<file path="src/rtl/pll_dyn_ctrl_if.sv">
`default_nettype none
//==============================================================================
// Module   : pll_dyn_ctrl_if
// Brief    : Request, status and PLLVR divider/lock bundle of pll_dyn_ctrl.
// Revision : 1.0 - initial release
//==============================================================================
interface pll_dyn_ctrl_if #(
    parameter int IW = 2
);
    logic          key;
    logic          sel_req;
    logic [IW-1:0] sel_idx;
    logic          lock_i;
    logic [5:0]    fdiv;
    logic [5:0]    idiv;
    logic [5:0]    odiv;
    logic          pll_reset;
    logic [IW-1:0] cur_idx;
    logic          locked;
    logic          busy;
    logic          fault;

    modport master (
        output key, sel_req, sel_idx, lock_i,
        input  fdiv, idiv, odiv, pll_reset, cur_idx, locked, busy, fault
    );

    modport slave (
        input  key, sel_req, sel_idx, lock_i,
        output fdiv, idiv, odiv, pll_reset, cur_idx, locked, busy, fault
    );
endinterface
`default_nettype wire

</file>
<file path="src/rtl/pll_dyn_ctrl.sv">
`default_nettype none
//==============================================================================
// Module   : pll_dyn_ctrl
// Brief    : Preset-table frequency switcher for the Gowin PLLVR dynamic
//            dividers: key/select request, reset pulse, lock wait with retry.
// Revision : 1.0 - initial release
//==============================================================================
module pll_dyn_ctrl #(
    parameter int          NUM_PRESETS     = 4,
    parameter logic [47:0] PRESET_FBDIV    = {8{6'd10}},
    parameter logic [47:0] PRESET_IDIV     = {8{6'd3}},
    parameter logic [47:0] PRESET_ODIV     = {8{6'b111100}},
    parameter int          DEBOUNCE_CYCLES = 270000,
    parameter int          RESET_CYCLES    = 16,
    parameter int          LOCK_STABLE     = 8,
    parameter int          LOCK_TIMEOUT    = 1048576
) (
    input  logic          clk,
    input  logic          rst,
    pll_dyn_ctrl_if.slave bus
);
    localparam int IW  = (NUM_PRESETS > 1) ? $clog2(NUM_PRESETS) : 1;
    localparam int DBW = $clog2(DEBOUNCE_CYCLES + 1);
    localparam int RCW = $clog2(RESET_CYCLES + 1);
    localparam int LSW = $clog2(LOCK_STABLE + 1);
    localparam int LTW = $clog2(LOCK_TIMEOUT + 1);

    localparam logic [DBW-1:0] c_DB_LAST  = DBW'(DEBOUNCE_CYCLES - 1);
    localparam logic [RCW-1:0] c_RST_LAST = RCW'(RESET_CYCLES - 1);
    localparam logic [LSW-1:0] c_LS_LAST  = LSW'(LOCK_STABLE - 1);
    localparam logic [LTW-1:0] c_TO_LAST  = LTW'(LOCK_TIMEOUT - 1);
    localparam logic [IW:0]    c_NUM      = (IW + 1)'(NUM_PRESETS);
    localparam logic [IW-1:0]  c_LAST_IDX = IW'(NUM_PRESETS - 1);
    localparam logic [5:0]     c_FDIV0    = ~(PRESET_FBDIV[5:0] - 6'd1);
    localparam logic [5:0]     c_IDIV0    = ~(PRESET_IDIV[5:0] - 6'd1);
    localparam logic [5:0]     c_ODIV0    = PRESET_ODIV[5:0];

    localparam logic [1:0] c_ST_APPLY  = 2'd0;
    localparam logic [1:0] c_ST_WAIT   = 2'd1;
    localparam logic [1:0] c_ST_LOCKED = 2'd2;

    logic           r_key_meta, r_key_sync, r_key_db, r_key_evt;
    logic           r_lock_meta, r_lock_sync;
    logic [DBW-1:0] r_db_cnt;
    logic [1:0]     r_state;
    logic [IW-1:0]  r_cur_idx;
    logic [5:0]     r_fdiv, r_idiv, r_odiv;
    logic           r_pll_reset, r_locked, r_fault;
    logic [RCW-1:0] r_rst_cnt;
    logic [LSW-1:0] r_stab_cnt;
    logic [LTW-1:0] r_to_cnt;

    logic [5:0]     w_fb_tab [0:7];
    logic [5:0]     w_id_tab [0:7];
    logic [5:0]     w_od_tab [0:7];
    logic           w_sel_ok, w_req;
    logic [IW-1:0]  w_next_idx, w_target;
    logic [2:0]     w_tab_idx;

    for (genvar gi = 0; gi < 8; gi++) begin : g_table
        assign w_fb_tab[gi] = PRESET_FBDIV[6*gi +: 6];
        assign w_id_tab[gi] = PRESET_IDIV[6*gi +: 6];
        assign w_od_tab[gi] = PRESET_ODIV[6*gi +: 6];
    end

    // A select request, valid or not, always shadows a coincident key event.
    assign w_sel_ok   = bus.sel_req && ({1'b0, bus.sel_idx} < c_NUM);
    assign w_next_idx = (r_cur_idx == c_LAST_IDX) ? '0 : r_cur_idx + 1'b1;
    assign w_req      = bus.sel_req ? w_sel_ok : r_key_evt;
    assign w_target   = bus.sel_req ? bus.sel_idx : w_next_idx;
    assign w_tab_idx  = 3'(w_target);

    always_ff @(posedge clk or negedge rst) begin
        if (!rst) begin
            r_key_meta  <= 1'b0;
            r_key_sync  <= 1'b0;
            r_lock_meta <= 1'b0;
            r_lock_sync <= 1'b0;
            r_key_db    <= 1'b0;
            r_key_evt   <= 1'b0;
            r_db_cnt    <= '0;
        end else begin
            r_key_meta  <= bus.key;
            r_key_sync  <= r_key_meta;
            r_lock_meta <= bus.lock_i;
            r_lock_sync <= r_lock_meta;
            r_key_evt   <= 1'b0;
            if (r_key_sync == r_key_db) begin
                r_db_cnt <= '0;
            end else if (r_db_cnt == c_DB_LAST) begin
                r_db_cnt  <= '0;
                r_key_db  <= r_key_sync;
                r_key_evt <= r_key_sync;
            end else begin
                r_db_cnt <= r_db_cnt + 1'b1;
            end
        end
    end

    always_ff @(posedge clk or negedge rst) begin
        if (!rst) begin
            r_state     <= c_ST_APPLY;
            r_cur_idx   <= '0;
            r_fdiv      <= c_FDIV0;
            r_idiv      <= c_IDIV0;
            r_odiv      <= c_ODIV0;
            r_pll_reset <= 1'b1;
            r_locked    <= 1'b0;
            r_fault     <= 1'b0;
            r_rst_cnt   <= '0;
            r_stab_cnt  <= '0;
            r_to_cnt    <= '0;
        end else begin
            case (r_state)
                c_ST_APPLY: begin
                    if (r_rst_cnt == c_RST_LAST) begin
                        r_rst_cnt   <= '0;
                        r_stab_cnt  <= '0;
                        r_to_cnt    <= '0;
                        r_pll_reset <= 1'b0;
                        r_state     <= c_ST_WAIT;
                    end else begin
                        r_rst_cnt <= r_rst_cnt + 1'b1;
                    end
                end
                c_ST_WAIT: begin
                    if (r_lock_sync && (r_stab_cnt == c_LS_LAST)) begin
                        r_locked <= 1'b1;
                        r_fault  <= 1'b0;
                        r_state  <= c_ST_LOCKED;
                    end else if (r_to_cnt == c_TO_LAST) begin
                        // Retry the same preset; dividers are left untouched.
                        r_fault     <= 1'b1;
                        r_pll_reset <= 1'b1;
                        r_rst_cnt   <= '0;
                        r_state     <= c_ST_APPLY;
                    end else begin
                        r_to_cnt   <= r_to_cnt + 1'b1;
                        r_stab_cnt <= r_lock_sync ? r_stab_cnt + 1'b1 : '0;
                    end
                end
                c_ST_LOCKED: begin
                    if (w_req) begin
                        r_cur_idx   <= w_target;
                        r_fdiv      <= ~(w_fb_tab[w_tab_idx] - 6'd1);
                        r_idiv      <= ~(w_id_tab[w_tab_idx] - 6'd1);
                        r_odiv      <= w_od_tab[w_tab_idx];
                        r_pll_reset <= 1'b1;
                        r_locked    <= 1'b0;
                        r_rst_cnt   <= '0;
                        r_state     <= c_ST_APPLY;
                    end else if (!r_lock_sync) begin
                        r_locked   <= 1'b0;
                        r_stab_cnt <= '0;
                        r_to_cnt   <= '0;
                        r_state    <= c_ST_WAIT;
                    end
                end
                default: begin
                    r_pll_reset <= 1'b1;
                    r_locked    <= 1'b0;
                    r_rst_cnt   <= '0;
                    r_state     <= c_ST_APPLY;
                end
            endcase
        end
    end

    assign bus.fdiv      = r_fdiv;
    assign bus.idiv      = r_idiv;
    assign bus.odiv      = r_odiv;
    assign bus.pll_reset = r_pll_reset;
    assign bus.cur_idx   = r_cur_idx;
    assign bus.locked    = r_locked;
    assign bus.busy      = ~r_locked;
    assign bus.fault     = r_fault;
endmodule
`default_nettype wire

</file>
<file path="src/flat_wrapper.sv">
// flat-port wrapper written by rule: the top's interface ports become plain ports
module pll_dyn_ctrl_flat 
#(
    parameter int          NUM_PRESETS     = 4,
    parameter logic [47:0] PRESET_FBDIV    = {8{6'd10}},
    parameter logic [47:0] PRESET_IDIV     = {8{6'd3}},
    parameter logic [47:0] PRESET_ODIV     = {8{6'b111100}},
    parameter int          DEBOUNCE_CYCLES = 270000,
    parameter int          RESET_CYCLES    = 16,
    parameter int          LOCK_STABLE     = 8,
    parameter int          LOCK_TIMEOUT    = 1048576
)
  (clk, rst, bus_key, bus_sel_req, bus_sel_idx, bus_lock_i, bus_fdiv, bus_idiv, bus_odiv, bus_pll_reset, bus_cur_idx, bus_locked, bus_busy, bus_fault);
  pll_dyn_ctrl_if #(.IW(2)) bus_i ();
  input  logic clk;
  input  logic rst;
  input wire logic [$bits(bus_i.key)-1:0] bus_key;
  input wire logic [$bits(bus_i.sel_req)-1:0] bus_sel_req;
  input wire logic [$bits(bus_i.sel_idx)-1:0] bus_sel_idx;
  input wire logic [$bits(bus_i.lock_i)-1:0] bus_lock_i;
  output wire logic [$bits(bus_i.fdiv)-1:0] bus_fdiv;
  output wire logic [$bits(bus_i.idiv)-1:0] bus_idiv;
  output wire logic [$bits(bus_i.odiv)-1:0] bus_odiv;
  output wire logic [$bits(bus_i.pll_reset)-1:0] bus_pll_reset;
  output wire logic [$bits(bus_i.cur_idx)-1:0] bus_cur_idx;
  output wire logic [$bits(bus_i.locked)-1:0] bus_locked;
  output wire logic [$bits(bus_i.busy)-1:0] bus_busy;
  output wire logic [$bits(bus_i.fault)-1:0] bus_fault;
  assign bus_i.key = bus_key;
  assign bus_i.sel_req = bus_sel_req;
  assign bus_i.sel_idx = bus_sel_idx;
  assign bus_i.lock_i = bus_lock_i;
  assign bus_fdiv = bus_i.fdiv;
  assign bus_idiv = bus_i.idiv;
  assign bus_odiv = bus_i.odiv;
  assign bus_pll_reset = bus_i.pll_reset;
  assign bus_cur_idx = bus_i.cur_idx;
  assign bus_locked = bus_i.locked;
  assign bus_busy = bus_i.busy;
  assign bus_fault = bus_i.fault;
  pll_dyn_ctrl #(.NUM_PRESETS(NUM_PRESETS), .PRESET_FBDIV(PRESET_FBDIV), .PRESET_IDIV(PRESET_IDIV), .PRESET_ODIV(PRESET_ODIV), .DEBOUNCE_CYCLES(DEBOUNCE_CYCLES), .RESET_CYCLES(RESET_CYCLES), .LOCK_STABLE(LOCK_STABLE), .LOCK_TIMEOUT(LOCK_TIMEOUT)) u_core (.clk(clk), .rst(rst), .bus(bus_i));
endmodule
</file>
<file path="config.mk">
export PLATFORM = sky130hd
export DESIGN_NAME = pll_dyn_ctrl_flat
export DESIGN_NICKNAME = d
export VERILOG_FILES = /design/src/rtl/pll_dyn_ctrl_if.sv /design/src/rtl/pll_dyn_ctrl.sv /design/src/flat_wrapper.sv
export SDC_FILE = /design/constraint.sdc
export NUM_CORES = 1
export LEC_CHECK = 0
export BUFFER_PORTS_ARGS = -buffer_cell sky130_fd_sc_hd__buf_2
export CAP_MARGIN = 0
export CORE_UTILIZATION = 45
export DETAILED_ROUTE_END_ITERATION = 7
export MAX_ROUTING_LAYER = met4
export PLACE_DENSITY = 0.62
export SLEW_MARGIN = 20
export SYNTH_ARGS = -nofsm -noshare
export SYNTH_HDL_FRONTEND = slang
export SYNTH_SLANG_ARGS = --single-unit
export TNS_END_PERCENT = 5
</file>
<file path="constraint.sdc">
create_clock -name clk -period 3.05 [get_ports clk]
set_input_delay 0.1525 -clock clk [delete_from_list [all_inputs] [get_ports clk]]
set_output_delay 0.1525 -clock clk [all_outputs]
set_load 0.01 [all_outputs]
</file>
======== After elaboration in Yosys (flattened, before gate mapping) ========
Memory sizes are Yosys's and may differ from the RTL's. A register that Yosys moved wholly into a read port is not among the register bits.
Cells that the tools add are included.
operators by class
  order comparisons ....................... 1
  bitwise logic cells ..................... 6
  muxes and demuxes ....................... 45
  reductions and logical operators ........ 13
  $add $sub $neg .......................... 7
  equal/unequal tests ..................... 18
operators by type and width
  operator                                                            number
  21-bit 2-to-1 mux                                                   5
  21-bit one-hot mux with 3 select lines                              1
  19-bit 2-to-1 mux                                                   2
  4-bit 2-to-1 mux                                                    6
  6-bit 2-to-1 mux                                                    4
  21-bit by 1-bit adder with 21-bit output, second input constant     1
  21-bit by 20-bit == test with 1-bit output, second input constant   1
  5-bit 2-to-1 mux                                                    4
  19-bit by 1-bit adder with 19-bit output, second input constant     1
  19-bit == test, second input constant                               1
  5-bit one-hot mux with 3 select lines                               1
  2-bit 2-to-1 mux                                                    7
  6-bit NOT                                                           2
  4-bit one-hot mux with 3 select lines                               1
  6-bit by 1-bit subtractor with 6-bit output, second input constant  2
  1-bit 2-to-1 mux                                                    11
  3-bit AND reduction                                                 3
  2-bit by 1-bit != test with 1-bit output, second input constant     4
  2-bit != test, second input constant                                4
  1-bit one-hot mux with 3 select lines                               2
  2-bit one-hot mux with 3 select lines                               1
  2-bit AND reduction                                                 3
  6-bit AND reduction                                                 1
  5-bit by 1-bit adder with 5-bit output, second input constant       1
  18 further kinds                                                    21
word-level totals
  ROM bits ................................ 144
  logic and storage cells ................. 110
  bits of input ports ..................... 7
  output and inout bits ................... 24
  memories ................................ 3
  register bits ........................... 74
memory list
  memory            depth  width  rd ports  clocked after memory_dff  wr ports  line                 text
  (name not given)  8      6      1         0                         0         pll_dyn_ctrl.sv:145  r_fdiv <= ~(w_fb_tab[w_tab_idx] - 6'd1);
  (name not given)  8      6      1         0                         0         pll_dyn_ctrl.sv:146  r_idiv <= ~(w_id_tab[w_tab_idx] - 6'd1);
  (name not given)  8      6      1         1                         0         pll_dyn_ctrl.sv:147  r_odiv <= w_od_tab[w_tab_idx];

======== Depth between registers and ports, before layout ========
  word-level depth ........................ 9
  mapped depth ............................ 8
  mapped depth without buffers ............ 7

======== Worst setup path before layout ========
OpenSTA, ideal clock, no wires.
  path type ............................... register to register
  start point ............................. register u_core.r_to_cnt[0]
  end point ............................... register u_core.r_rst_cnt[0]
  stages on the path, launching flop included .. 7
  path buffers ............................ 0
  period minus slack after synthesis ...... 1.782 ns
  library setup time ...................... 0.125 ns
  slack ................................... 1.268 ns
  data required time ...................... 2.925 ns
  arrival ................................. 1.656 ns
  cell sequence ........................... dfrtp_1 > ha_1 > nand2_1 > nor3_4 > nand3_1 > a22o_1 > mux2_4
on the way
  word-level cells in the longest chain between the ends .. 3
ends and longest elaborated chain
  what                                                line                 text
  start, declared                                     pll_dyn_ctrl.sv:51   logic [LTW-1:0] r_to_cnt;
  start signal, assigned                              pll_dyn_ctrl.sv:138  r_to_cnt <= r_to_cnt + 1'b1;
  21-bit by 20-bit == test with 1-bit output          pll_dyn_ctrl.sv:131  end else if (r_to_cnt == c_TO_LAST) begin
  2-bit by 1-bit != test with 1-bit output (no line)  --
  3-bit AND reduction (no line)                       --
  end signal, assigned                                pll_dyn_ctrl.sv:123  r_rst_cnt <= r_rst_cnt + 1'b1;
  end, declared                                       pll_dyn_ctrl.sv:49   logic [RCW-1:0] r_rst_cnt;
Every way passes these cells.
A chain may end at the register's enable or synchronous reset.

======== Final worst setup path ========
  start point ............................. register u_core.r_to_cnt[0]
  end point ............................... register u_core.r_to_cnt[16]
on the way
  word-level cells in the longest chain between the ends .. 4
  elaborated cells between the ends (all ways) .. 7
  those cells by class .................... add/sub: 1; eq/ne: 2; mux: 3; reduce/logical: 1
ends and longest elaborated chain
  what                                      line                 text
  21-bit by 1-bit adder with 21-bit output  pll_dyn_ctrl.sv:138
  21-bit 2-to-1 mux                         pll_dyn_ctrl.sv:131
  21-bit 2-to-1 mux                         pll_dyn_ctrl.sv:127  if (r_lock_sync && (r_stab_cnt == c_LS_LAST)) begin
  21-bit one-hot mux with 3 select lines    pll_dyn_ctrl.sv:114  case (r_state)
Several ways; a longest one is shown, not always the timed one. The select of a mux whose other input is x is not followed.

==> impl_metrics.yaml <==
run_status:
  status: "finished clean"
power_and_ir_drop:
  ir_drop_v: 0.000336
  power.total_uw: 2270
  power_density_mw_per_mm2: 635
  p_leak_uw: 0.00163
clocking:
  ctsRootBufferMaster: "clkbuf_8"
  cts.sinks: 62
  numCtsBuffers: 9
  clockBufferDepth: 2
  cts_max_level: 3
  clkLatencyLatePin_ps: 340
  cts_tree: "built"
  postCtsSetupBuffers: 0
  cts.reportedPaths.clkPinSlew_ps: 70
synth:
  yosysTopAreaCellShare: 0.469
  netlist_area_mm2: 0.00325
  synth_edf_count: 0
  syn_inst: 322
  ys_async_sr_fraction: 1.00
  yosysSeqAreaShare: 0.477
  ys_ff_latch: 62
  ys_types: 54
  synth.top_cells.by_area: "dfrtp_1 47%, nor2_1 4.6%, buf_4 4.2%"
  yosysTopAreaCell: "dfrtp_1"
  yosys_warnings: 0
  synth_flop_cell: "dfrtp_1"
  syn_avg_cell_area_um2: 10.1
critical_path:
  startpoint_type: "flip-flop"
  crit_path_start: "u_core.r_to_cnt[0]$_DFFE_PN0P_"
  worstPathCellList: "ha_1 -> nand2_1 -> nor3_4 -> a21oi_2 -> buf_4 -> and3_1 -> a221o_1"
  crit_required_ps: 3270
  rr_startpoint: "u_core.r_to_cnt[0]$_DFFE_PN0P_"
  critPathSlowestCell: "nor3_4"
  slowest_delay_ps: 420
  arrival_ps: 2500
  worstSetupEndpointType: "flip-flop"
  critical_path_class: "flip-flop to flip-flop"
  crit_fanout: 20
routing:
  first_pass_iters: 4
  routed_via_density: 5.22
  drc: 0
  ant_nets: 0
  vias: 2302
  drtIter0Drc: 96
  wl_per_cell_um: 12.9
  wl_mm: 5.67
place:
  io_buffers: 12
  placed_cells: 422
  place_hpwl_mm: 3.90
  gp_congestion: 0.773
floorplanning:
  die_x_um: 87.0
  die_y_um: 87.0
  die-area_mm2: 0.00757
  core_mm2: 0.00691
  ioPinCount: 31
  rows: 30
  start_util: 0.471
timing:
  fin_crit_ps: 2280
  hold_violations: 0
  rsz0062_at_grt: "no"
  setup_tns_ps: 0
  worstMarginPinSlew_ps: 634
  maxSlewViolCount: 0
  skew_ps: 4.47
  report.final.setup_viol: 0
  fmax_mhz: 439
  post-route-period-util: 0.747
  slew_headroom: 0.578
layout:
  antenna_cells: 0
  most-common-layout-cells: "61 x dfrtp_1, 40 x nor2_1, 24 x nand2_1"
  nets: 352
  final_common_cell: "dfrtp_1"
  drive_gt1_frac: 0.139
  syn_to_final_growth_pct: 9.85
  final_util: 0.517
  finalNonFillerCells: 441
worst_hold_path:
  hold_path_class: "input pin to flip-flop"
  hold_start: "bus_sel_idx[1]"
global_routing:
  antenna_found_initial: 0
  grtUsageTotal: 0.181
  grt_first_pass_wirelength_mm: 10.2
  grt_pass1_vias: 2233
  grt_remaining_overflow: 0
  grt_max_degree: 26
flow_run:
  drv_cap: 0
per-stage QoR:
stage | setup slack, ps | cell area (um2) | hold WS, ps
after global placement | 890 | 3310 | 148
after floorplan | 1270 | 3310 | -143
final | 771 | 3570 | 120
after CTS | 766 | 3570 | 110
after global routing | 610 | 3570 | 168
after detailed placement | 798 | 3310 | 150
what timing repair did:
action	4_1_cts	5_1_grt
endpoints found under the setup margin	0	0
hold buffers	3	0
hold endpoints to repair	24	0
resized for setup	0	0
sequential cells by signal, summed over array words and instances (netlist names), 2 cells and up:
| signal | cells |
|---|---|
| u_core.r_stab_cnt | 4 |
| u_core.r_db_cnt | 19 |
| u_core.bus.cur_idx | 2 |
| u_core.r_to_cnt | 21 |
| u_core.r_rst_cnt | 5 |
| u_core.r_state | 2 |
final cells by class:
cell class,count,area (um2)
clock buffer,10,138
clock inverter,6,93.8
inverter,8,32.5
tap,96,120
multi-input combinational,241,1520
timing repair buffer,18,113
fill,655,3330
sequential,62,1550
synth_stat cells (2+ instances only):
master    number
dfrtp_1       61
nor2_1        40
nand2_1       24
buf_4         18
nand3_1       16
a31oi_1       15
a21oi_1       12
o21ai_1       12
xor2_1        12
xnor2_1       10
a22o_1         8
nand4_1        8
inv_1          7
nor3_1         6
ha_1           5
and3_1         4
and4_1         4
buf_2          4
buf_6          4
nand4b_1       4
o21ai_0        4
a21o_1         3
a31o_2         2
conb_1         2
mux2_2         2
nand2b_1       2
nand4_4        2
nor4_1         2
nor4_2         2
nor4b_1        2
o21a_1         2
routing by layer:
layer / share of wire / routed length (um) / track usage
met1: 0.49 / 2760 / 0.227
met2: 0.47 / 2640 / 0.278
met3: 0.033 / 187 / 0.0569
met4: 0.014 / 77 / 0.0591
met5: 0 / 0 / -
cell families after synthesis:
kind of cell    after synthesis  share of synthesized area
fa+ha+maj                     5                     0.0192
buf+inv                      35                     0.0727
flops                        62                      0.477
mux                           4                     0.0146
other cells                   2                    0.00231
simple gates                125                      0.217
xor+xnor                     22                     0.0592
compound gates               67                      0.138
worst max-delay path: cells and delay by family (launching register included):
kind	cells	cell delay, ps
compound gates	2	510
fa+ha+maj	1	220
buf+inv	1	270
flops	1	410
simple gates	3	760
where the power goes:
group,internal (uW),switching [uW]
Clock,488,334
Sequential,916,117
Combinational,178,236
Total,1580,687
path summary, 6_finish.rpt:
kind	to	slack (ps)	cells past startpoint
max	u_core.r_to_cnt[16]$_DFFE_PN0P_	770	7
min	u_core.bus.cur_idx[1]$_DFFE_PN0P_	120	3
max in group asynchronous	u_core.bus.pll_reset$_DFFE_PN1P_	1970	3
min reg2reg	u_core.r_key_sync$_DFF_PN0_	350	0
min in group asynchronous	u_core.r_rst_cnt[0]$_DFFE_PN0P_	320	2
max reg2reg	u_core.r_to_cnt[16]$_DFFE_PN0P_	770	7
(Power assumes the default switching activity.)
